--- config.mk ---
export PLATFORM = sky130hd
export DESIGN_NAME = mem_ctrl
export DESIGN_NICKNAME = d
export VERILOG_FILES = /design/src/rtl/mem_ctrl.sv
export SDC_FILE = /design/constraint.sdc
export NUM_CORES = 1
export LEC_CHECK = 0
export ABC_CLOCK_PERIOD_IN_PS = 3400
export BUFFER_PORTS_ARGS = -buffer_cell sky130_fd_sc_hd__buf_2
export CAP_MARGIN = 10
export CORE_MARGIN = 8
export CORE_UTILIZATION = 34
export CTS_CLUSTER_SIZE = 25
export DETAILED_ROUTE_END_ITERATION = 6
export HOLD_SLACK_MARGIN = 0.08
export PLACE_DENSITY = 0.59
export RECOVER_POWER = 25
export SYNTH_ARGS = -nofsm -noshare
export SYNTH_HDL_FRONTEND = slang
export SYNTH_SLANG_ARGS = --single-unit
--- constraint.sdc ---
create_clock -name clk -period 3.4 [get_ports clk]
set_input_delay 0.68 -clock clk [delete_from_list [all_inputs] [get_ports clk]]
set_output_delay 0.68 -clock clk [all_outputs]
set_load 0.01 [all_outputs]
--- src/rtl/mem_ctrl.sv ---
// mem_ctrl: responder end of the MEM-stage load/store handshake plus a
// lower-priority instruction-fetch port. Each request is serialised into
// byte beats on an 8-bit external RAM; load bytes are assembled
// little-endian and the requester is released by a one-cycle done pulse.
//
// Ports:
//   clk            system clock, rising edge
//   rst            asynchronous active-low reset
//   mem_addr_i     MEM-stage byte address
//   mem_aluop_i    MEM-stage op; only LB/LH/LW/LBU/LHU/SB/SH/SW are requests
//   rt_data_i      store data, low bytes used
//   mem_ctrl_done  one-cycle pulse completing the MEM request
//   rdata          assembled load data, zero above the accessed width
//   if_req_i       fetch request level, held until if_done_o
//   if_addr_i      fetch byte address
//   if_done_o      one-cycle pulse completing the fetch
//   if_inst_o      fetched word
//   ram_addr       RAM byte address
//   ram_dout       RAM write byte
//   ram_din        RAM read byte, valid one cycle after its address
//   ram_wr         1 = write beat, 0 = read/idle
module mem_ctrl #(
    parameter int RAM_ADDR_W = 17
) (
    input  logic                  clk,
    input  logic                  rst,
    input  logic [31:0]           mem_addr_i,
    input  logic [7:0]            mem_aluop_i,
    input  logic [31:0]           rt_data_i,
    output logic                  mem_ctrl_done,
    output logic [31:0]           rdata,
    input  logic                  if_req_i,
    input  logic [31:0]           if_addr_i,
    output logic                  if_done_o,
    output logic [31:0]           if_inst_o,
    output logic [RAM_ADDR_W-1:0] ram_addr,
    output logic [7:0]            ram_dout,
    input  logic [7:0]            ram_din,
    output logic                  ram_wr
);

    localparam logic [7:0] EXE_LB_OP  = 8'b1110_0000;
    localparam logic [7:0] EXE_LH_OP  = 8'b1110_0001;
    localparam logic [7:0] EXE_LW_OP  = 8'b1110_0011;
    localparam logic [7:0] EXE_LBU_OP = 8'b1110_0100;
    localparam logic [7:0] EXE_LHU_OP = 8'b1110_0101;
    localparam logic [7:0] EXE_SB_OP  = 8'b1110_1000;
    localparam logic [7:0] EXE_SH_OP  = 8'b1110_1001;
    localparam logic [7:0] EXE_SW_OP  = 8'b1110_1011;

    localparam logic SRC_MEM = 1'b0;
    localparam logic SRC_IF  = 1'b1;

    typedef enum logic [1:0] {IDLE, READ, WRITE, DONE} state_t;

    function automatic logic is_load(input logic [7:0] op);
        return op inside {EXE_LB_OP, EXE_LH_OP, EXE_LW_OP, EXE_LBU_OP, EXE_LHU_OP};
    endfunction

    function automatic logic is_store(input logic [7:0] op);
        return op inside {EXE_SB_OP, EXE_SH_OP, EXE_SW_OP};
    endfunction

    function automatic logic [2:0] beats_of(input logic [7:0] op);
        case (op)
            EXE_LB_OP, EXE_LBU_OP, EXE_SB_OP: return 3'd1;
            EXE_LH_OP, EXE_LHU_OP, EXE_SH_OP: return 3'd2;
            default:                          return 3'd4;
        endcase
    endfunction

    state_t                  state_q, state_d;
    logic [RAM_ADDR_W-1:0]   addr_q, addr_d;
    logic [2:0]              nb_q, nb_d;
    logic [31:0]             wdata_q, wdata_d;
    logic                    src_q, src_d;
    logic [2:0]              cnt_q, cnt_d;
    logic [31:0]             buf_q, buf_d;

    logic [RAM_ADDR_W-1:0]   ram_addr_d;
    logic [7:0]              ram_dout_d;
    logic                    ram_wr_d;
    logic                    mem_done_d, if_done_d;
    logic [31:0]             rdata_d, inst_d;

    logic [2:0]              cnt_nx;
    logic [RAM_ADDR_W-1:0]   next_addr;
    logic [4:0]              cap_sel, wr_sel;

    // Upper address bits are intentionally dropped: the RAM is smaller
    // than the CPU address space and addresses simply truncate.
    logic unused_addr_bits;
    assign unused_addr_bits = ^{mem_addr_i[31:RAM_ADDR_W], if_addr_i[31:RAM_ADDR_W]};

    always_ff @(posedge clk or negedge rst) begin
        if (!rst) begin
            state_q       <= IDLE;
            addr_q        <= '0;
            nb_q          <= '0;
            wdata_q       <= '0;
            src_q         <= SRC_MEM;
            cnt_q         <= '0;
            buf_q         <= '0;
            ram_addr      <= '0;
            ram_dout      <= '0;
            ram_wr        <= 1'b0;
            mem_ctrl_done <= 1'b0;
            if_done_o     <= 1'b0;
            rdata         <= '0;
            if_inst_o     <= '0;
        end else begin
            state_q       <= state_d;
            addr_q        <= addr_d;
            nb_q          <= nb_d;
            wdata_q       <= wdata_d;
            src_q         <= src_d;
            cnt_q         <= cnt_d;
            buf_q         <= buf_d;
            ram_addr      <= ram_addr_d;
            ram_dout      <= ram_dout_d;
            ram_wr        <= ram_wr_d;
            mem_ctrl_done <= mem_done_d;
            if_done_o     <= if_done_d;
            rdata         <= rdata_d;
            if_inst_o     <= inst_d;
        end
    end

    always_comb begin
        state_d    = state_q;
        addr_d     = addr_q;
        nb_d       = nb_q;
        wdata_d    = wdata_q;
        src_d      = src_q;
        cnt_d      = cnt_q;
        buf_d      = buf_q;
        ram_addr_d = ram_addr;
        ram_dout_d = ram_dout;
        ram_wr_d   = 1'b0;
        mem_done_d = 1'b0;
        if_done_d  = 1'b0;
        rdata_d    = rdata;
        inst_d     = if_inst_o;

        cnt_nx    = cnt_q + 3'd1;
        next_addr = addr_q + RAM_ADDR_W'(cnt_nx);
        // cnt_q counts cycles spent in READ; the byte presented at beat
        // cnt_q-1 is on ram_din now. Two bits suffice since n <= 4.
        cap_sel   = {cnt_q[1:0] - 2'd1, 3'b000};
        wr_sel    = {cnt_nx[1:0], 3'b000};

        case (state_q)
            IDLE: begin
                // Beat 0 is launched straight from IDLE so the RAM sees it
                // in the first READ/WRITE cycle.
                if (is_load(mem_aluop_i)) begin
                    addr_d     = mem_addr_i[RAM_ADDR_W-1:0];
                    nb_d       = beats_of(mem_aluop_i);
                    src_d      = SRC_MEM;
                    cnt_d      = '0;
                    buf_d      = '0;
                    ram_addr_d = mem_addr_i[RAM_ADDR_W-1:0];
                    state_d    = READ;
                end else if (is_store(mem_aluop_i)) begin
                    addr_d     = mem_addr_i[RAM_ADDR_W-1:0];
                    nb_d       = beats_of(mem_aluop_i);
                    wdata_d    = rt_data_i;
                    src_d      = SRC_MEM;
                    cnt_d      = '0;
                    ram_addr_d = mem_addr_i[RAM_ADDR_W-1:0];
                    ram_dout_d = rt_data_i[7:0];
                    ram_wr_d   = 1'b1;
                    state_d    = WRITE;
                end else if (if_req_i) begin
                    addr_d     = if_addr_i[RAM_ADDR_W-1:0];
                    nb_d       = 3'd4;
                    src_d      = SRC_IF;
                    cnt_d      = '0;
                    buf_d      = '0;
                    ram_addr_d = if_addr_i[RAM_ADDR_W-1:0];
                    state_d    = READ;
                end
            end

            READ: begin
                cnt_d = cnt_nx;
                if (cnt_nx < nb_q) begin
                    ram_addr_d = next_addr;
                end
                if (cnt_q != 3'd0) begin
                    buf_d[cap_sel +: 8] = ram_din;
                end
                // Last byte lands this cycle; publish the merged word so it
                // is visible together with the done pulse.
                if (cnt_q == nb_q) begin
                    state_d = DONE;
                    if (src_q == SRC_IF) begin
                        inst_d    = buf_d;
                        if_done_d = 1'b1;
                    end else begin
                        rdata_d    = buf_d;
                        mem_done_d = 1'b1;
                    end
                end
            end

            WRITE: begin
                if (cnt_nx < nb_q) begin
                    cnt_d      = cnt_nx;
                    ram_addr_d = next_addr;
                    ram_dout_d = wdata_q[wr_sel +: 8];
                    ram_wr_d   = 1'b1;
                end else begin
                    state_d    = DONE;
                    mem_done_d = 1'b1;
                end
            end

            // Done pulse is already on the outputs; requests are ignored
            // here so a still-visible MEM request is not served twice.
            DONE: state_d = IDLE;

            default: state_d = IDLE;
        endcase
    end

endmodule

==> out/metrics.cfg, run 1 <==
[clock_tree]
numCtsBuffers=17
clk_latency_ns=0.43
clk_pin_slew_ns=0.07
root_buffer=clkbuf_16
cts_hold_buf=0
post_cts.repair.setup_buffers=0
cts_tree=yes
post_cts_resized=0
htree_levels=4
cts.path.max_buffers=2
clkSinkCount=182

[power_and_ir_drop]
power_density_nw_per_um2=812.9
finalPower_mw=8.231
internal-power_mw=5.100
comb_power_share_pct=38.3
peakVddDrop_v=0.0003946
swShare_pct=38.04
leakage_nw=4.647
p_clk_share_pct=23.5
power.switching_mw=3.131
p_seq_share_pct=38.2

[worst_setup_path]
crit_type=flip-flop to flip-flop
max_stage_delay_ns=0.47
cp_common_cell=inv_1
critPathMaxFanout=6
crit_arrival_ns=3.20
r2r_start=cnt_q[1]$_DFFE_PN0P_
ff2ff_path_depth=9
rrSetupSlack_ns=0.53
crit_slowest_cell=ha_1
critical_path_required_ns=3.73
cp_cell_sequence=inv_1 > ha_1 > inv_1 > fa_1 > nor2b_1 > o21a_1 > nand4_1 > xor2_1 > a221oi_1
crit_path_end_kind=flip-flop
cp-start-kind=flip-flop
r2r_end=ram_addr[16]$_DFFE_PN0P_

[layout]
mostFrequentLayoutCell=dfrtp_1
utilization_pct=41.88
fin_nets=1024
multi_input_area_um2=3551
mostFrequentLayoutCells=182 x dfrtp_1, 175 x buf_2, 102 x nand2_1
antenna_cells=0
drive_above_1_share_pct=34.26
finalNonFillerCells=1226
seq_area_um2=4554
syn2layout_area_growth_pct=21.79
nFillCells=2361

[logic_synthesis]
synth-edff-count=0
syn_nets=845
synth_warnings=0
async_flop_share_pct=100.0
seq_area_frac_synth_pct=54.79
synth_flop_cell=dfrtp_1
ys_types=58
syn_inst=711
ys_ff_latch=182
syn-cell-area_um2=8313
avgSynthCellArea_um2=11.69

[die]
chipWidth_um=172.4
dieArea_um2=29710
io_pins=207
fp-row-count=57
start_util_pct=34.38
die_h_um=172.4
core_um2=24180

[global_routing]
antenna_found_initial=0
grt_max_degree=75
grt_pass1_wl_um=34340
grt_usage_pct=14.87
gr-total-overflow=0
grt_pass1_vias=6080

[drt]
wl_um=21780
ant_nets=0
vias_per_cell=5.037
route.vias.total=6175
wl_per_cell_um=17.77
dr.pass1.iters=5
drtIter0Drc=500
drc=0

[timing]
maxSlewViolCount=75
tightest_slew_ns=1.897
holdWs_ns=0.4715
setup_viol=0
fmax_mhz=348.5
maxSlewHeadroom_pct=-26.49
post-route-period-util_pct=84.39
rsz0062_at_grt=no
skew_ns=0.01198
finalSetupTns_ns=0
post-route-min-period_ns=2.869
finalHoldViolations=0

[hold_path]
worstHoldStart=if_inst_o[22]$_DFFE_PN0P_
hold_depth=2
min_path_type=flip-flop to flip-flop
hold_end=if_inst_o[22]$_DFFE_PN0P_

[place]
portBuffers=176
place_inst=1195
dp_hpwl_um=15610
gp_congestion=0.7674

[job]
drv_cap=1

[run_status]
status=complete, but fails checks
violations=capacitance limit, slew limit

[metrics by stage]
step	setup slack [ns]	area, µm²
2_1_floorplan	0.7149	8313
3_3_place_gp	0.5310	9585
3_5_place_dp	0.4814	9585
4_1_cts	0.4867	10150
5_1_grt	0.2416	10120
6_report	0.5308	10120
[worst max-delay path: cells and delay by family, from the launching register on]
kind                     cells  cell delay, ns
adder cells (fa/ha/maj)      2            0.93
flip-flops                   1            0.46
XOR/XNOR                     1            0.17
buffers and inverters        2            0.31
AND/OR/NAND/NOR              2            0.41
AO/OA/AOI/OAI                2            0.49
[Yosys cell counts (7+ instances only)]
cell	number	share of area, %
nand2_1	102	4.6
clkbuf_1	16	0.72
nor2_1	14	0.63
a21oi_1	12	0.72
nand3_1	7	0.42
o2bb2ai_1	33	3.5
o21ai_0	84	5.1
inv_1	16	0.72
xor2_1	12	1.3
mux4_2	8	2.2
mux2i_1	13	1.6
dfrtp_1	182	55
nand2_2	8	0.60
mux2_2	57	7.7
a22oi_1	37	3.3
ha_1	18	2.7
buf_2	11	0.66
[final cells by class]
cell class	count	area share [%]
Sequential cell	182	44.98
Multi-Input combinational cell	482	35.07
Timing Repair Buffer	191	9.775
Clock buffer	20	4.412
Tap cell	324	4.004
Clock inverter	11	1.162
Inverter	16	0.5932
[sequential cells by signal, indices dropped and copies added (netlist names)]
register,cells
buf_q,32
if_inst_o,32
rdata,32
wdata_q,32
addr_q,17
ram_addr,17
ram_dout,8
cnt_q,3
nb_q,3
state_q,2
if_done_o,1
mem_ctrl_done,1
ram_wr,1
src_q,1
[how the worst max path moves through the flow]
stage / start / slack [ns] / end
floorplan: cnt_q[0]$_DFFE_PN0P_ / 0.71 / ram_addr[16]$_DFFE_PN0P_
global placement: cnt_q[1]$_DFFE_PN0P_ / 0.53 / ram_addr[16]$_DFFE_PN0P_
detailed placement: cnt_q[1]$_DFFE_PN0P_ / 0.48 / ram_addr[16]$_DFFE_PN0P_
CTS: cnt_q[1]$_DFFE_PN0P_ / 0.49 / ram_addr[16]$_DFFE_PN0P_
global route: rst / 0.24 / rdata[13]$_DFFE_PN0P_
finish: cnt_q[1]$_DFFE_PN0P_ / 0.53 / ram_addr[16]$_DFFE_PN0P_
[cells by family (layout without fill, tap and decap cells)]
group | Yosys count | in the layout | synth area share [%]
fa+ha+maj | 19 | 19 | 2.950
flops | 182 | 182 | 54.79
simple gates | 159 | 159 | 9.242
xor+xnor | 16 | 16 | 1.686
mux | 78 | 78 | 11.45
buf+inv | 47 | 238 | 2.559
compound gates | 210 | 210 | 17.32
[power by group through the flow]
stage	Sequential (mW)	Clock (mW)	Combinational (mW)
floorplan	3.31	0	1.89
global placement	3.18	0	3.15
detailed placement	3.19	0	3.21
CTS	3.16	1.97	3.21
global route	3.23	2.07	3.50
finish	3.15	1.93	3.15
[routing by layer]
layer	global-route usage [%]	vias to the layer above	part of all wire (%)
met2	23.48	161	48
li1	-	2950	-
met1	20.31	3046	45
met4	3.523	0	1.0
met5	0	-	0
met3	3.539	18	5.8
Note: power is estimated with default switching activity, not from simulation.
==> run 2, diff against run 1 <==
- ABC_CLOCK_PERIOD_IN_PS: 3400 -> 3000
- clock period: 3.4 -> 3 ns (I/O delays scaled with it)
==> run 2 against run 1 <==
The flow still finishes with violations (capacitance limit, slew limit). Sequential share of layout area decreased by 0.42 points. Setup slack lost 0.24 ns. Final area up 0.94%. Critical path type unchanged. Critical endpoint is now ram_dout[0]$_DFFE_PN0P_. Highest routed layer unchanged.
==> out/metrics.cfg, run 2 (synthesis gave the netlist of run 1 again) <==
[timing]
tightest_slew_ns=1.942
finalHoldViolations=0
skew_ns=0.01248
post-route-period-util_pct=90.36
holdWs_ns=0.4076
maxSlewViolCount=76
fmax_mhz=368.9
setup_viol=0
finalSetupTns_ns=0
maxSlewHeadroom_pct=-29.49
fin_ws_ns=0.2893
rsz0062_at_grt=no
post-route-min-period_ns=2.711

[drt]
wl_per_cell_um=17.79
drc=0
route.vias.total=6132
vias_per_cell=4.973
ant_nets=0
drtIter0Drc=350
wl_um=21940
dr.pass1.iters=4

[clock_tree]
cts_hold_buf=0
clkSinkCount=182
post_cts_resized=0
cts.path.max_buffers=2
clk_latency_ns=0.42
htree_levels=4
cts_tree=yes
post_cts.repair.setup_buffers=0
root_buffer=clkbuf_16
clk_pin_slew_ns=0.07
numCtsBuffers=17

[job]
drv_cap=1

[worst_setup_path]
crit_arrival_ns=3.01
crit_type=flip-flop to flip-flop
crit_path_end_kind=flip-flop
r2r_end=ram_dout[0]$_DFFE_PN0P_
ff2ff_path_depth=8
rrSetupSlack_ns=0.29
cp-start-kind=flip-flop
r2r_start=cnt_q[1]$_DFFE_PN0P_
critPathMaxFanout=8
critical_path_required_ns=3.30

[global_routing]
grt_pass1_wl_um=34570
antenna_found_initial=0
gr-total-overflow=0
grt_max_degree=77
grt_usage_pct=15.06
grt_pass1_vias=6293

[power_and_ir_drop]
finalPower_mw=9.447
p_clk_share_pct=23.9
swShare_pct=37.34
internal-power_mw=5.920
p_seq_share_pct=37.8
power_density_nw_per_um2=924.4
comb_power_share_pct=38.3
peakVddDrop_v=0.0003621
leakage_nw=4.696
power.switching_mw=3.527

[layout]
antenna_cells=0
drive_above_1_share_pct=34.98
fin_nets=1030
syn2layout_area_growth_pct=22.94
finalNonFillerCells=1233
mostFrequentLayoutCell=dfrtp_1
mostFrequentLayoutCells=182 x dfrtp_1, 175 x buf_2, 102 x nand2_1

[hold_path]
worstHoldStart=rt_data_i[22]
hold_end=wdata_q[22]$_DFFE_PN0P_
hold_depth=2
min_path_type=input port to flip-flop

[die]
chipWidth_um=172.4
fp-row-count=57
io_pins=207
die_h_um=172.4
dieArea_um2=29710
start_util_pct=34.38
core_um2=24180

[place]
dp_hpwl_um=15900
pre_cts_ws_ns=0.2379
portBuffers=176
place_inst=1201
gp_congestion=0.7878

[run_status]
violations=capacitance limit, slew limit
status=complete, but fails checks

## run 2: cell count changes in the layout (fill, tap and decap cells not counted), sizes merged
cell      delta
clkinv       -1
clkbuf       -1
inv          -1
clkinvlp     +2
bufinv       +1
buf          +7
## run 2: how the worst max path moves through the flow
stage / cells past startpoint / end / start / slack (ns)
CTS: 8 / ram_dout[0]$_DFFE_PN0P_ / cnt_q[1]$_DFFE_PN0P_ / 0.23
finish: 8 / ram_dout[0]$_DFFE_PN0P_ / cnt_q[1]$_DFFE_PN0P_ / 0.29
floorplan: 10 / ram_addr[16]$_DFFE_PN0P_ / cnt_q[0]$_DFFE_PN0P_ / 0.31
global placement: 8 / ram_dout[5]$_DFFE_PN0P_ / cnt_q[1]$_DFFE_PN0P_ / 0.29
detailed placement: 8 / ram_dout[5]$_DFFE_PN0P_ / cnt_q[1]$_DFFE_PN0P_ / 0.24
global route: 8 / ram_dout[0]$_DFFE_PN0P_ / cnt_q[1]$_DFFE_PN0P_ / 0.14
## run 2: per-stage QoR
step	instance area, µm²	utilization [%]
floorplan	8313	-
global placement	9643	39.89
detailed placement	9643	39.89
CTS	10240	42.36
global route	10220	42.27
finish	10220	42.27
## run 2: power groups by stage
stage | Clock, mW | Combinational [mW] | Sequential, mW
after CTS | 2.33 | 3.70 | 3.58
after global placement | 0 | 3.62 | 3.60
after detailed placement | 0 | 3.68 | 3.62
after global routing | 2.44 | 4.03 | 3.66
final | 2.26 | 3.62 | 3.57
after floorplan | 0 | 2.15 | 3.75
## run 2: layout make-up
| class | instances | area [µm²] |
|---|---|---|
| clock buffers | 20 | 456.7 |
| repair buffers | 197 | 1051 |
| well taps | 324 | 405.4 |
| multi-input cells | 482 | 3551 |
| fillers | 2384 | 13960 |
| clock inverters | 12 | 141.4 |
| inverters | 16 | 60.06 |
| flip-flops and latches | 182 | 4554 |
## run 2: routing by layer
layer	GRT usage, %	vias up	wire length (µm)
met3	3.813	13	1388
met5	0	-	0
met1	19.81	3002	9667
met4	3.748	0	225
met2	24.47	157	10660
li1	-	2960	-
## run 2: critical path, cell delays in order (launching register included)
cell	delay [ns]
dfrtp_1	0.43
buf_4	0.17
ha_1	0.18
xor2_1	0.22
ha_1	0.26
o2bb2ai_1	0.34
nand2b_1	0.20
a21boi_4	0.40
mux2_2	0.39
